--- src/rtl/caf_pkg.sv ---
// Shared types and helpers for the CAF arg_max scheduler.
package caf_pkg;

    typedef enum logic [1:0] {
        IDLE,
        STREAM,
        WAIT_RES,
        DONE
    } caf_state_t;

    localparam int CAF_I_BITS   = 16;
    localparam int CAF_Q_BITS   = 16;
    localparam int CAF_MAX_BITS = 32;

    // Ceiling log2 for elaboration-time width derivation; caf_clog2(1) = 0.
    function automatic int caf_clog2(input int value);
        int r;
        r = 0;
        for (int v = value - 1; v > 0; v = v >> 1) begin
            r++;
        end
        return r;
    endfunction

endpackage

--- src/rtl/caf_best_tracker.sv ---
// Running-best register for per-bin arg_max results: strict-greater compare, first result always loads.
module caf_best_tracker
    import caf_pkg::*;
#(
    parameter int MAX_BITS = CAF_MAX_BITS,
    parameter int IDX_BITS = 6,
    parameter int BIN_BITS = 3
) (
    input  logic                clk,
    input  logic                reset,
    input  logic                clear,
    input  logic                load,
    input  logic                first,
    input  logic [MAX_BITS-1:0] cand_max,
    input  logic [IDX_BITS-1:0] cand_index,
    input  logic [BIN_BITS-1:0] cand_bin,
    output logic [MAX_BITS-1:0] best_max,
    output logic [IDX_BITS-1:0] best_index,
    output logic [BIN_BITS-1:0] best_bin,
    output logic [MAX_BITS-1:0] nxt_max,
    output logic [IDX_BITS-1:0] nxt_index,
    output logic [BIN_BITS-1:0] nxt_bin
);

    logic take;

    // Ties keep the earlier bin, so only a strictly larger maximum replaces the best.
    assign take = load && (first || (cand_max > best_max));

    always_comb begin
        // NOTE: every combinational output gets a default first so no path leaves it unassigned (no latch).
        nxt_max   = best_max;
        nxt_index = best_index;
        nxt_bin   = best_bin;
        if (take) begin
            nxt_max   = cand_max;
            nxt_index = cand_index;
            nxt_bin   = cand_bin;
        end
    end

    always_ff @(posedge clk or posedge reset) begin
        // NOTE: sequential state uses non-blocking assignments so all registers update from pre-edge values.
        if (reset) begin
            best_max   <= '0;
            best_index <= '0;
            best_bin   <= '0;
        end else if (clear) begin
            best_max   <= '0;
            best_index <= '0;
            best_bin   <= '0;
        end else begin
            best_max   <= nxt_max;
            best_index <= nxt_index;
            best_bin   <= nxt_bin;
        end
    end

endmodule

--- src/rtl/caf_argmax_sched.sv ---
// Sequences one shared arg_max engine across CAF frequency bins and reports the global (bin, index, max) peak.
module caf_argmax_sched
    import caf_pkg::*;
#(
    parameter int I_BITS   = CAF_I_BITS,
    parameter int Q_BITS   = CAF_Q_BITS,
    parameter int MAX_BITS = CAF_MAX_BITS,
    parameter int BIN_LEN  = 64,
    parameter int NUM_BINS = 8,
    parameter int IDX_BITS = caf_clog2(BIN_LEN),
    parameter int BIN_BITS = (NUM_BINS > 2) ? caf_clog2(NUM_BINS) : 1
) (
    input  logic                clk,
    input  logic                reset,
    input  logic                start,
    output logic                busy,
    input  logic                in_valid,
    output logic                in_ready,
    input  logic [I_BITS-1:0]   in_xi,
    input  logic [Q_BITS-1:0]   in_xq,
    output logic                am_valid,
    input  logic                am_ready,
    output logic [I_BITS-1:0]   am_xi,
    output logic [Q_BITS-1:0]   am_xq,
    output logic                am_last,
    input  logic                res_valid,
    output logic                res_ready,
    input  logic [MAX_BITS-1:0] res_max,
    input  logic [IDX_BITS-1:0] res_index,
    output logic                done,
    output logic [MAX_BITS-1:0] peak_max,
    output logic [IDX_BITS-1:0] peak_index,
    output logic [BIN_BITS-1:0] peak_bin
);

    caf_state_t          state, state_nxt;
    logic [IDX_BITS-1:0] samp_cnt;
    logic [BIN_BITS-1:0] bin_cnt;
    logic                samp_last, bin_last;
    logic                start_acc, am_xfer, res_xfer;
    logic [MAX_BITS-1:0] best_max, nxt_max;
    logic [IDX_BITS-1:0] best_index, nxt_index;
    logic [BIN_BITS-1:0] best_bin, nxt_bin;

    assign samp_last = (samp_cnt == IDX_BITS'(BIN_LEN - 1));
    assign bin_last  = (bin_cnt == BIN_BITS'(NUM_BINS - 1));
    assign start_acc = (state == IDLE) && start;
    assign am_xfer   = am_valid && am_ready;
    assign res_xfer  = res_valid && res_ready;

    // Samples pass straight through; only the handshake is gated by state.
    assign am_xi = in_xi;
    assign am_xq = in_xq;

    always_ff @(posedge clk or posedge reset) begin
        if (reset) state <= IDLE;
        else       state <= state_nxt;
    end

    always_comb begin
        state_nxt = state;
        in_ready  = 1'b0;
        am_valid  = 1'b0;
        am_last   = 1'b0;
        res_ready = 1'b0;
        done      = 1'b0;
        unique case (state)
            IDLE: begin
                if (start) state_nxt = STREAM;
            end
            STREAM: begin
                am_valid = in_valid;
                in_ready = am_ready;
                am_last  = in_valid && samp_last;
                if (in_valid && am_ready && samp_last) state_nxt = WAIT_RES;
            end
            WAIT_RES: begin
                res_ready = 1'b1;
                if (res_valid) state_nxt = bin_last ? DONE : STREAM;
            end
            DONE: begin
                done      = 1'b1;
                state_nxt = IDLE;
            end
            default: state_nxt = IDLE;
        endcase
    end

    always_ff @(posedge clk or posedge reset) begin
        if (reset) begin
            samp_cnt <= '0;
            bin_cnt  <= '0;
            busy     <= 1'b0;
        end else begin
            if (start_acc) begin
                samp_cnt <= '0;
                bin_cnt  <= '0;
                busy     <= 1'b1;
            end
            if (am_xfer) samp_cnt <= samp_last ? '0 : samp_cnt + 1'b1;
            if (res_xfer) begin
                if (bin_last) busy <= 1'b0;
                else          bin_cnt <= bin_cnt + 1'b1;
            end
        end
    end

    // The peak is taken from the tracker's next value so it is valid during the done cycle.
    always_ff @(posedge clk or posedge reset) begin
        if (reset) begin
            peak_max   <= '0;
            peak_index <= '0;
            peak_bin   <= '0;
        end else if (res_xfer && bin_last) begin
            peak_max   <= nxt_max;
            peak_index <= nxt_index;
            peak_bin   <= nxt_bin;
        end
    end

    caf_best_tracker #(
        .MAX_BITS (MAX_BITS),
        .IDX_BITS (IDX_BITS),
        .BIN_BITS (BIN_BITS)
    ) u_best (
        .clk        (clk),
        .reset      (reset),
        .clear      (start_acc),
        .load       (res_xfer),
        .first      (bin_cnt == '0),
        .cand_max   (res_max),
        .cand_index (res_index),
        .cand_bin   (bin_cnt),
        .best_max   (best_max),
        .best_index (best_index),
        .best_bin   (best_bin),
        .nxt_max    (nxt_max),
        .nxt_index  (nxt_index),
        .nxt_bin    (nxt_bin)
    );

endmodule

--- config.mk ---
export PLATFORM = sky130hd
export DESIGN_NAME = caf_argmax_sched
export DESIGN_NICKNAME = d
export VERILOG_FILES = /design/src/rtl/caf_pkg.sv /design/src/rtl/caf_best_tracker.sv /design/src/rtl/caf_argmax_sched.sv
export SDC_FILE = /design/constraint.sdc
export NUM_CORES = 1
export LEC_CHECK = 0
export CAP_MARGIN = 5
export CORE_ASPECT_RATIO = 0.9
export CORE_MARGIN = 1.5
export CORE_UTILIZATION = 40
export CTS_CLUSTER_DIAMETER = 100
export DETAILED_ROUTE_END_ITERATION = 10
export PLACE_DENSITY = 0.67
export SETUP_SLACK_MARGIN = 0.05
export SYNTH_ARGS = -nofsm -noshare
export SYNTH_HDL_FRONTEND = slang
export SYNTH_SLANG_ARGS = --single-unit
--- constraint.sdc ---
create_clock -name clk -period 9.35 [get_ports clk]
set_input_delay 1.87 -clock clk [delete_from_list [all_inputs] [get_ports clk]]
set_output_delay 1.87 -clock clk [all_outputs]
set_load 0.05 [all_outputs]
==> impl_results.rst <==
.. list-table::
   :header-rows: 1

   * - Metric
     - Value
   * - Status
     - finished, final reports clean
   * - Xor/xnor share of the synthesized area
     - 0.00150
   * - Critical register-to-register path startpoint
     - u_best.best_max[14]$_DFF_PP0_
   * - DR WL/cell
     - 14.5 um
   * - Count of pins on the block boundary
     - 155
   * - Input/output buffers
     - 90
   * - Portion of netlist area occupied by mux cells
     - 0.144
   * - Adder-cell area share of the yosys netlist
     - 0.0771
   * - Kind of capture point of the worst setup path
     - flip-flop
   * - Worst slew margin
     - 0.247
   * - Final total power
     - 906 uW
   * - Number of global-route vias before repair
     - 4260
   * - Worst Hold Depth
     - 1
   * - Vertical extent of the die
     - 118 um
   * - Number of max-slew violations in the final report
     - 0
   * - Primary flip-flop cell chosen by synthesis mapping
     - dfrtp_1
   * - Fraction of final layout cells sized beyond drive strength 1
     - 0.0401
   * - Initial Utilization
     - 0.413
   * - Number of design-rule violations left by the first detailed-router iteration
     - 167
   * - Number of DRC violations after detailed routing
     - 0
   * - Level count of the clock H-tree
     - 3
   * - Post-detail-place hpwl
     - 8540 um
   * - Setup crit start
     - res_max[14]
   * - Synth Instances
     - 624
   * - Number of distinct library cells after synthesis
     - 36
   * - Layout fillers
     - 1310
   * - Start point of the worst hold path
     - samp_cnt[5]$_DFFE_PP0P_
   * - Sequential fraction of the synthesis area
     - 0.403
   * - Share of the clock period used by the worst path
     - 0.602
   * - Clock period minus worst slack
     - 5.63 ns
   * - Share of synthesized registers carrying an async set or reset
     - 1.00
   * - Peak supply drop
     - 0.0000735 V
   * - Resized cells post-CTS
     - 0
   * - Post-DR vias/cell
     - 5.03
   * - Routed vias
     - 4356
   * - Clock tree from TritonCTS
     - yes
   * - CTS max path bufs
     - 2
   * - Simple-gate portion of the synthesized area
     - 0.132
   * - RSZ-0062 raised after global routing
     - false
   * - Layout-stage area growth over the synthesis result
     - 17.5%
   * - Synthesis warning total
     - 0
   * - Post-synth top area cell
     - dfrtp_1
   * - Class of the most critical hold timing path
     - flip-flop to flip-flop
   * - Hold worst-path end
     - samp_cnt[5]$_DFFE_PP0P_
   * - Most instantiated library cell after synthesis
     - a21oi_1
   * - Source-to-sink clock delay at the later pin of the worst-skew pair
     - 0.35 ns
   * - Antenna Cells
     - 0
   * - Required time of the critical path
     - 9.60 ns
   * - Top cells by instance count after synthesis
     - a21oi_1, dfrtp_1, mux2i_1
   * - Post-synth design cell area
     - 5840 sq um
   * - Leak Pwr
     - 3.57 nW
   * - Power Density
     - 132 nW/um^2
   * - First-pass GRT wire length
     - 20800 um
   * - Post-synthesis register bit count
     - 94
   * - Postcts setup bufs
     - 0
   * - Cts-stage hold buffer count
     - 0
   * - Area of the die
     - 15300 sq um
   * - Capturing point of the worst reg2reg path
     - peak_max[23]$_DFFE_PP0P_
   * - Final weighted congestion in routability-driven placement
     - 0.783
   * - Main combinational cell family by area after synthesis
     - multiplexers
   * - Final nets
     - 780
   * - Compound-gate portion of the synthesized area
     - 0.109
   * - Final routed wirelength across all metal layers
     - 12600 um
   * - Fin. Hold Viols
     - 0
   * - Number of clock buffers inserted by TritonCTS
     - 9
   * - Clock Skew
     - 0.00495 ns
   * - Peak clock frequency supported by timing
     - 178 MHz
   * - Total setup violations reported at the end of the flow
     - 0
   * - Total global routing overflow
     - 0
   * - Worst Path Class, Setup
     - input port to flip-flop
   * - Setup tns final
     - 0 ns
   * - Largest net degree at the start of global routing
     - 107
   * - Mean post-synth cell area
     - 9.36 sq um
   * - Nature of the critical path startpoint
     - input port
   * - Area share of the leading cell type in the synthesized netlist
     - 0.403
   * - Number of cells on the worst reg-to-reg path
     - 9
   * - Std-Cell Core Area
     - 14200 sq um
   * - Number of clock sinks
     - 94
   * - Worst Path Arrival
     - 5.89 ns
   * - Count of standard-cell rows
     - 41
   * - Number of routed nets with antenna violations
     - 0
   * - Synth top area cells
     - dfrtp_1, mux2i_1, a21oi_1
   * - Number of violations of the max-capacitance limit
     - 0
   * - Clk root buf
     - clkbuf_16
   * - Clock transition at the registers of the reported paths
     - 0.06 ns
   * - Total global routing track utilization
     - 0.172
   * - Max FO, Critical Path
     - 56
   * - Initial antenna violation count
     - 0
   * - Setup slack on the worst flop-to-flop path
     - 5.33 ns
   * - Tightest Pin Transition
     - 1.13 ns
   * - Drt first pass iters
     - 4
   * - Synthesized netlist net count
     - 736
   * - Number of enable-type register cells in the synthesized netlist
     - 0
   * - Chip width
     - 130 um
[layer usage]
metal  track usage  vias up  part of all wire
met5             0        -                 0
met4        0.0859        0             0.025
met3        0.0432       39             0.058
met2         0.266       98              0.45
met1         0.222     2077              0.46
li1              -     2142                 -
[placed cells by master, fill, tap and decap left out, types with 2 or more instances in the layout]
master	Yosys	layout
a21oi_1	96	96
and2_1	7	7
and3_1	4	3
buf_4	32	3
bufinv_16	0	2
clkbuf_16	0	9
clkbuf_8	0	3
clkdlybuf4s50_1	0	90
dfrtp_1	94	94
ha_1	36	36
inv_1	77	76
mux2i_1	84	84
nand2_1	63	63
nand3_1	4	4
nand4_1	6	6
nor2_1	10	10
nor2b_1	46	46
nor4_1	2	2
o21ai_0	7	7
o21ai_1	11	11
[how the worst max path moves through the flow]
stage                                     endpoint  slack, ns
global route              peak_max[23]$_DFFE_PP0P_       3.49
floorplan                                  am_last       4.66
finish                    peak_max[23]$_DFFE_PP0P_       3.72
detailed placement         peak_bin[0]$_DFFE_PP0P_       3.34
global placement    u_best.best_index[3]$_DFF_PP0_       3.41
CTS                       peak_max[23]$_DFFE_PP0P_       3.66
[critical path: stages]
cell             delay, ns
clkdlybuf4s50_1       0.47
ha_1                  0.36
nand4_2               0.15
or4_4                 0.58
o2111ai_1             0.22
a31oi_1               0.10
a21oi_4               0.87
buf_4                 0.90
mux2i_1               0.31
[cells by family after synthesis]
family | count (synthesis)
AO/OA/AOI/OAI | 122
XOR/XNOR | 1
adder cells (fa/ha/maj) | 36
buffers and inverters | 137
flip-flops | 94
multiplexers | 84
AND/OR/NAND/NOR | 150
[per-stage QoR]
stage | setup WS, ns | instances | hold WS [ns] | instance area, sq um | util
final | 3.72 | 866 | 0.500 | 6860 | 0.485
after global routing | 3.49 | 866 | 0.522 | 6860 | 0.485
after CTS | 3.66 | 866 | 0.493 | 6860 | 0.485
after detailed placement | 3.34 | 850 | 0.482 | 6530 | 0.461
after global placement | 3.41 | 850 | 0.460 | 6530 | 0.461
after floorplan | 4.66 | 624 | 0.443 | 5840 | -
[cell type report]
type | count | area (sq um) | share of cell area
Clock buffer | 13 | 270 | 0.0394
Tap cell | 193 | 241 | 0.0352
Clock inverter | 3 | 65.1 | 0.00948
Multi-Input combinational cell | 393 | 2720 | 0.396
Sequential cell | 94 | 2350 | 0.343
Timing Repair Buffer | 93 | 923 | 0.135
Inverter | 77 | 292 | 0.0425
[flip-flops by register name, indices dropped and copies added, names as in the netlist]
name               flops
peak_max              32
u_best.best_max       32
peak_index             6
samp_cnt               6
u_best.best_index      6
bin_cnt                3
peak_bin               3
u_best.best_bin        3
state                  2
busy                   1
[where the power goes]
group	internal, mW	switching [mW]	total [mW]	leakage, nW
sequential	0.412	0.00651	0.419	1.30
combinational	0.0330	0.0428	0.0757	2.10
clock	0.256	0.156	0.412	0.166
(Power assumes the default switching activity.)
